==> src/rtl/clk_div_pkg.sv <==
// Shared definitions for the multi-channel clock divider: channel states and divisor floor.
package clk_div_pkg;

  typedef enum logic [1:0] {
    ST_IDLE  = 2'd0,
    ST_RUN   = 2'd1,
    ST_DRAIN = 2'd2
  } ch_state_e;

  localparam int unsigned DIV_MIN = 2;

endpackage

==> src/rtl/clk_div_ch.sv <==
// One divider channel: period counter, run/drain FSM and a shadow divisor that is
// only applied at a period boundary, on SYNC, or while idle.
module clk_div_ch
  import clk_div_pkg::*;
#(
  parameter int unsigned CNT_W   = 16,
  parameter int unsigned DIV_RST = 4
) (
  input  logic             CLK,
  input  logic             RST,
  input  logic             EN,
  input  logic             SYNC,
  input  logic             DIV_LD,
  input  logic [CNT_W-1:0] DIV_IN,
  output logic             CLKOUT,
  output logic             TICK,
  output logic             DIV_PEND
);

  ch_state_e        st_q;
  logic [CNT_W-1:0] cnt_q;
  logic [CNT_W-1:0] div_q;
  logic [CNT_W-1:0] pend_q;
  logic             pflag_q;
  logic             clk_q;
  logic             tick_q;

  logic [CNT_W-1:0] ld_val;
  logic [CNT_W-1:0] nxt_div;
  logic [CNT_W-1:0] hi;
  logic [CNT_W-1:0] cnt_inc;
  logic             at_end;

  always_comb begin
    ld_val  = (DIV_IN < CNT_W'(DIV_MIN)) ? CNT_W'(DIV_MIN) : DIV_IN;
    // A load on the same cycle as a period start governs that new period.
    nxt_div = DIV_LD ? ld_val : pend_q;
    hi      = div_q - (div_q >> 1);
    cnt_inc = cnt_q + CNT_W'(1);
    at_end  = (cnt_q == div_q - CNT_W'(1));
  end

  always_ff @(posedge CLK or negedge RST) begin
    if (!RST) begin
      st_q    <= ST_IDLE;
      cnt_q   <= '0;
      div_q   <= CNT_W'(DIV_RST);
      pend_q  <= CNT_W'(DIV_RST);
      pflag_q <= 1'b0;
      clk_q   <= 1'b0;
      tick_q  <= 1'b0;
    end else begin
      tick_q <= 1'b0;
      if (DIV_LD) begin
        pend_q  <= ld_val;
        pflag_q <= 1'b1;
      end

      unique case (st_q)
        ST_IDLE: begin
          cnt_q <= '0;
          clk_q <= 1'b0;
          if (EN) begin
            st_q    <= ST_RUN;
            clk_q   <= 1'b1;
            tick_q  <= 1'b1;
            div_q   <= nxt_div;
            pflag_q <= 1'b0;
          end else if (pflag_q) begin
            // Idle channels adopt a waiting divisor straight away.
            div_q <= pend_q;
            if (!DIV_LD) pflag_q <= 1'b0;
          end
        end

        ST_RUN, ST_DRAIN: begin
          if (SYNC || (at_end && EN)) begin
            st_q    <= EN ? ST_RUN : ST_DRAIN;
            cnt_q   <= '0;
            clk_q   <= 1'b1;
            tick_q  <= 1'b1;
            div_q   <= nxt_div;
            pflag_q <= 1'b0;
          end else if (at_end) begin
            st_q    <= ST_IDLE;
            cnt_q   <= '0;
            clk_q   <= 1'b0;
            div_q   <= nxt_div;
            pflag_q <= 1'b0;
          end else begin
            st_q  <= EN ? ST_RUN : ST_DRAIN;
            cnt_q <= cnt_inc;
            clk_q <= (cnt_inc < hi);
          end
        end

        default: begin
          st_q  <= ST_IDLE;
          cnt_q <= '0;
          clk_q <= 1'b0;
        end
      endcase
    end
  end

  assign CLKOUT   = clk_q;
  assign TICK     = tick_q;
  assign DIV_PEND = pflag_q;

endmodule

==> src/rtl/clk_div_multi.sv <==
// NUM_CH independent clock dividers off CLK, sharing only reset and the phase-align SYNC.
module clk_div_multi
  import clk_div_pkg::*;
#(
  parameter int unsigned NUM_CH  = 4,
  parameter int unsigned CNT_W   = 16,
  parameter int unsigned DIV_RST = 4
) (
  input  logic                    CLK,
  input  logic                    RST,
  input  logic [NUM_CH-1:0]       EN,
  input  logic                    SYNC,
  input  logic [NUM_CH-1:0]       DIV_LD,
  input  logic [NUM_CH*CNT_W-1:0] DIV_IN,
  output logic [NUM_CH-1:0]       CLKOUT,
  output logic [NUM_CH-1:0]       TICK,
  output logic [NUM_CH-1:0]       DIV_PEND
);

  for (genvar i = 0; i < NUM_CH; i++) begin : g_ch
    clk_div_ch #(
      .CNT_W  (CNT_W),
      .DIV_RST(DIV_RST)
    ) u_ch (
      .CLK     (CLK),
      .RST     (RST),
      .EN      (EN[i]),
      .SYNC    (SYNC),
      .DIV_LD  (DIV_LD[i]),
      .DIV_IN  (DIV_IN[i*CNT_W +: CNT_W]),
      .CLKOUT  (CLKOUT[i]),
      .TICK    (TICK[i]),
      .DIV_PEND(DIV_PEND[i])
    );
  end

endmodule

==> config.mk <==
export PLATFORM = sky130hd
export DESIGN_NAME = clk_div_multi
export DESIGN_NICKNAME = d
export VERILOG_FILES = /design/src/rtl/clk_div_pkg.sv /design/src/rtl/clk_div_ch.sv /design/src/rtl/clk_div_multi.sv
export SDC_FILE = /design/constraint.sdc
export NUM_CORES = 1
export LEC_CHECK = 0
export BUFFER_PORTS_ARGS = -buffer_cell sky130_fd_sc_hd__buf_4
export CORE_ASPECT_RATIO = 1.25
export CORE_MARGIN = 4
export CORE_UTILIZATION = 50
export DETAILED_ROUTE_END_ITERATION = 6
export HOLD_SLACK_MARGIN = 0.03
export PLACE_DENSITY = 0.75
export SETUP_SLACK_MARGIN = 0.3
export SLEW_MARGIN = 0
export SYNTH_ARGS = -nofsm -noshare
export SYNTH_HDL_FRONTEND = slang
export SYNTH_SLANG_ARGS = --single-unit
==> constraint.sdc <==
create_clock -name CLK -period 8 [get_ports CLK]
set_clock_uncertainty 0.1 [all_clocks]
set_input_delay 1.6 -clock CLK [delete_from_list [all_inputs] [get_ports CLK]]
set_output_delay 1.6 -clock CLK [all_outputs]
set_load 0.1 [all_outputs]
==> summary.md <==
| Metric | Value |
|---|---|
| Status | `completed` |
| Post-CTS setup buffers | `0` |
| Placed cell count | `around 2200` |
| Count of warnings emitted by yosys | `0` |
| Initial DRT Pass Iterations | `5` |
| Number of max-cap violations | `0` |
| Avg Inst Size Synth | `9.80 um2` |
| Die W | `171 um` |
| GRT overflow | `0` |
| Top cell type's share of synthesized area | `0.308` |
| Final setup fails | `0` |
| Setup TNS | `0 ns` |
| Crit. End Element | `flop` |
| Crit Path Class | `flop to flop` |
| Worst slew pin tran | `1.11 ns` |
| Final Hold Violating Endpoints | `0` |
| Post-Syn Area | `0.0166 mm2` |
| CTS tree | `built` |
| Storage cell area | `0.00532 mm2` |
| ANT nets after route | `0` |
| CP arrival | `4.43 ns` |
| Core Region | `0.0327 mm2` |
| Power, Total | `0.00810 W` |
| EDFF count, synth | `0` |
| Worst-path maximum fanout | `18` |
| Area Overhead vs Synth | `10.7%` |
| Net Count, Synth | `1977` |
| Register area share after synthesis | `0.320` |
| Initial antenna violation count | `0` |
| Die Area | `0.0362 mm2` |
| Post-detail-place hpwl | `between 20000 and 30000 um` |
| Vias/cell | `5.57` |
| DRC violations left | `0` |
| Initial Util | `0.508` |
| Rows | `74` |
| Critical Path RT | `8.31 ns` |
| Post-synth ARST share | `1.00` |
| Fillers | `approximately 2800` |
| H-tree levels | `1` |
| Layout Cells excl Fill | `2203` |
| Number of global-route vias before repair | `12617` |
| Worst hold path type | `flop to flop` |
| Min Clock Period, post-route | `a little over 4 ns` |
| CTS-repair resized insts | `0` |
| Fin crit share | `0.515` |
| PortBufs | `86` |
| Clock slew at reported path FFs | `0.06 ns` |
| Clk sinks | `212` |
| Wirelength per Cell | `16.3 um` |
| P per Cell Area | `441 mW/mm2` |
| Cts hold-fix bufs | `0` |
| Slew Limit Fails | `0` |
| Top cell type by total area after synthesis | `dfrtp_1` |
| Gr usage total | `0.197` |
| Clk buf depth | `3` |
| Area of the multi-input gates | `~0.011 mm2` |
| Yosys cell types | `74` |
| Maximum vdd drop | `~230 uV` |
| Startpoint types | `flop` |
| Global placement routability congestion | `0.887` |
| Pleak | `9.06 nW` |
| Worst slew margin | `0.261` |
| Ports | `87` |
| DRT iter0 DRCs | `between 500 and 600` |
| Ranking of synthesized cells by area | `dfrtp_1, ha_1, xnor2_1` |
| Peak Freq | `243 MHz` |
| Top FF cell, synth | `dfrtp_1` |
| Cells after synthesis | `1694` |
| Unrepaired setup endpoints after global routing | `no` |
| Clk_lat worst skew | `between 0.5 and 0.6 ns` |
| Layout cell share with drive strength beyond 1 | `0.121` |
| Final nets | `between 2000 and 2500` |
| Clock root buffer master | `clkbuf_16` |
| Final core utilization | `0.562` |
| TritonCTS buffer count | `24` |
| Largest net degree at the start of global routing | `74` |
| Number of diodes | `0` |
| First-pass GRT wire length | `59700 um` |
| Seq cells post-synth | `212` |
| Die height | `212 um` |
| Via count | `about 12000` |
| WL final | `35900 um` |
[final timing paths]
check	start	to	slack [ns]	depth (start not counted)
worst min-delay path	g_ch[0].u_ch.pend_q[1]	g_ch[0].u_ch.pend_q[1]	0.40	2
min in group asynchronous	RST	g_ch[0].u_ch.div_q[3]	0.93	1
worst max register to register	g_ch[0].u_ch.div_q[2]	g_ch[0].u_ch.div_q[1]	3.88	9
max in group asynchronous	RST	g_ch[3].u_ch.TICK	5.54	2
worst max-delay path	g_ch[0].u_ch.div_q[2]	g_ch[0].u_ch.div_q[1]	3.88	9
worst min register to register	g_ch[0].u_ch.pend_q[1]	g_ch[0].u_ch.pend_q[1]	0.40	2
[report_power, final]
part	switching [W]	internal (W)	leakage, nW
clock	0.000462	0.000659	0.383
combinational	0.00303	0.00232	6.05
sequential	0.000270	0.00135	2.62
total	0.00377	0.00434	9.06
[kinds of logic after synthesis]
| kind of cell | share of synthesized area |
|---|---|
| buffers and inverters | 0.0462 |
| and+or+nand+nor | 0.150 |
| DFF | 0.320 |
| xor gates and xnor gates | 0.111 |
| muxes | 0.111 |
| adders and majority gates | 0.159 |
| AOI/OAI and AO/OA | 0.103 |
[cell type report]
type | count | area share
clock buffers | 33 | 0.0368
clock inverters | 11 | 0.00674
inverters | 143 | 0.0292
multi-input cells | 1296 | 0.572
flip-flops and latches | 212 | 0.289
well taps | 418 | 0.0285
repair buffers | 90 | 0.0372
[flip-flops by register name, indices dropped and copies added, names as in the netlist]
| register | flops |
|---|---|
| g_ch.u_ch.CLKOUT | 4 |
| g_ch.u_ch.DIV_PEND | 4 |
| g_ch.u_ch.TICK | 4 |
| g_ch.u_ch.cnt_q | 64 |
| g_ch.u_ch.div_q | 64 |
| g_ch.u_ch.pend_q | 64 |
| g_ch.u_ch.st_q | 8 |
[through the flow]
step	worst slack, ns	hold WS, ns	area [um2]
final	3.88	0.400	18400
after global routing	3.73	0.421	18400
after CTS	3.99	0.399	18400
after detailed placement	3.98	0.385	17600
after global placement	4.08	0.375	17600
after floorplan	4.78	0.361	16600
[worst max-delay path: stages, from the launching register on]
cell and delay (ns):
dfstp_2 0.38, inv_1 0.16, ha_1 0.24, and4_1 0.32, a21boi_0 0.14, or3_1 0.38
a2111oi_0 0.51, a31o_2 0.49, o311a_1 0.87, mux2_2 0.41
[placed cells by master (no fill, tap or decap), types with 17 or more instances in the layout]
cell       Yosys  layout
ha_1         204     204
dfrtp_1      204     204
inv_1        143     143
xnor2_1      140     140
mux2i_1      117     117
nor2_1       102     102
buf_4         16      89
nor2b_1       81      81
a21oi_1       69      69
xor2_1        65      65
mux2_2        59      59
nand2_1       55      55
nand3_1       43      43
and3_1        41      41
o21ai_0       28      28
clkbuf_16      0      25
nor3_1        24      24
nor4_1        23      23
nand4_1       18      18
o21bai_1      17      17
[cells in the mapped netlist (8+ instances only)]
library cell	n
clkbuf_1	20
nor3_1	24
dfstp_2	8
o21ai_0	28
a21oi_1	69
inv_1	143
and3_1	41
xnor2_1	140
nand2_1	55
xor2_1	65
nand3_1	43
mux2i_1	117
dfrtp_1	204
nand4_1	18
buf_4	16
nor2b_1	81
ha_1	204
and4_1	9
or2_2	8
o2111ai_1	9
nor3b_1	9
a221oi_1	8
mux2_2	59
a31oi_1	15
nor4_1	23
a21o_1	14
nand2b_1	11
o21bai_1	17
nor2_1	102
or3_1	11
[metal layers]
layer  wire length (um)  share of wire  vias up  GRT usage
met4               1070          0.030        0     0.0601
met5                  0              0        -          0
met3               1040          0.029       70     0.0211
li1                   -              -     6088          -
met1              15800           0.44     5920      0.249
met2              17900           0.50      184      0.354
(Power assumes the default switching activity.)
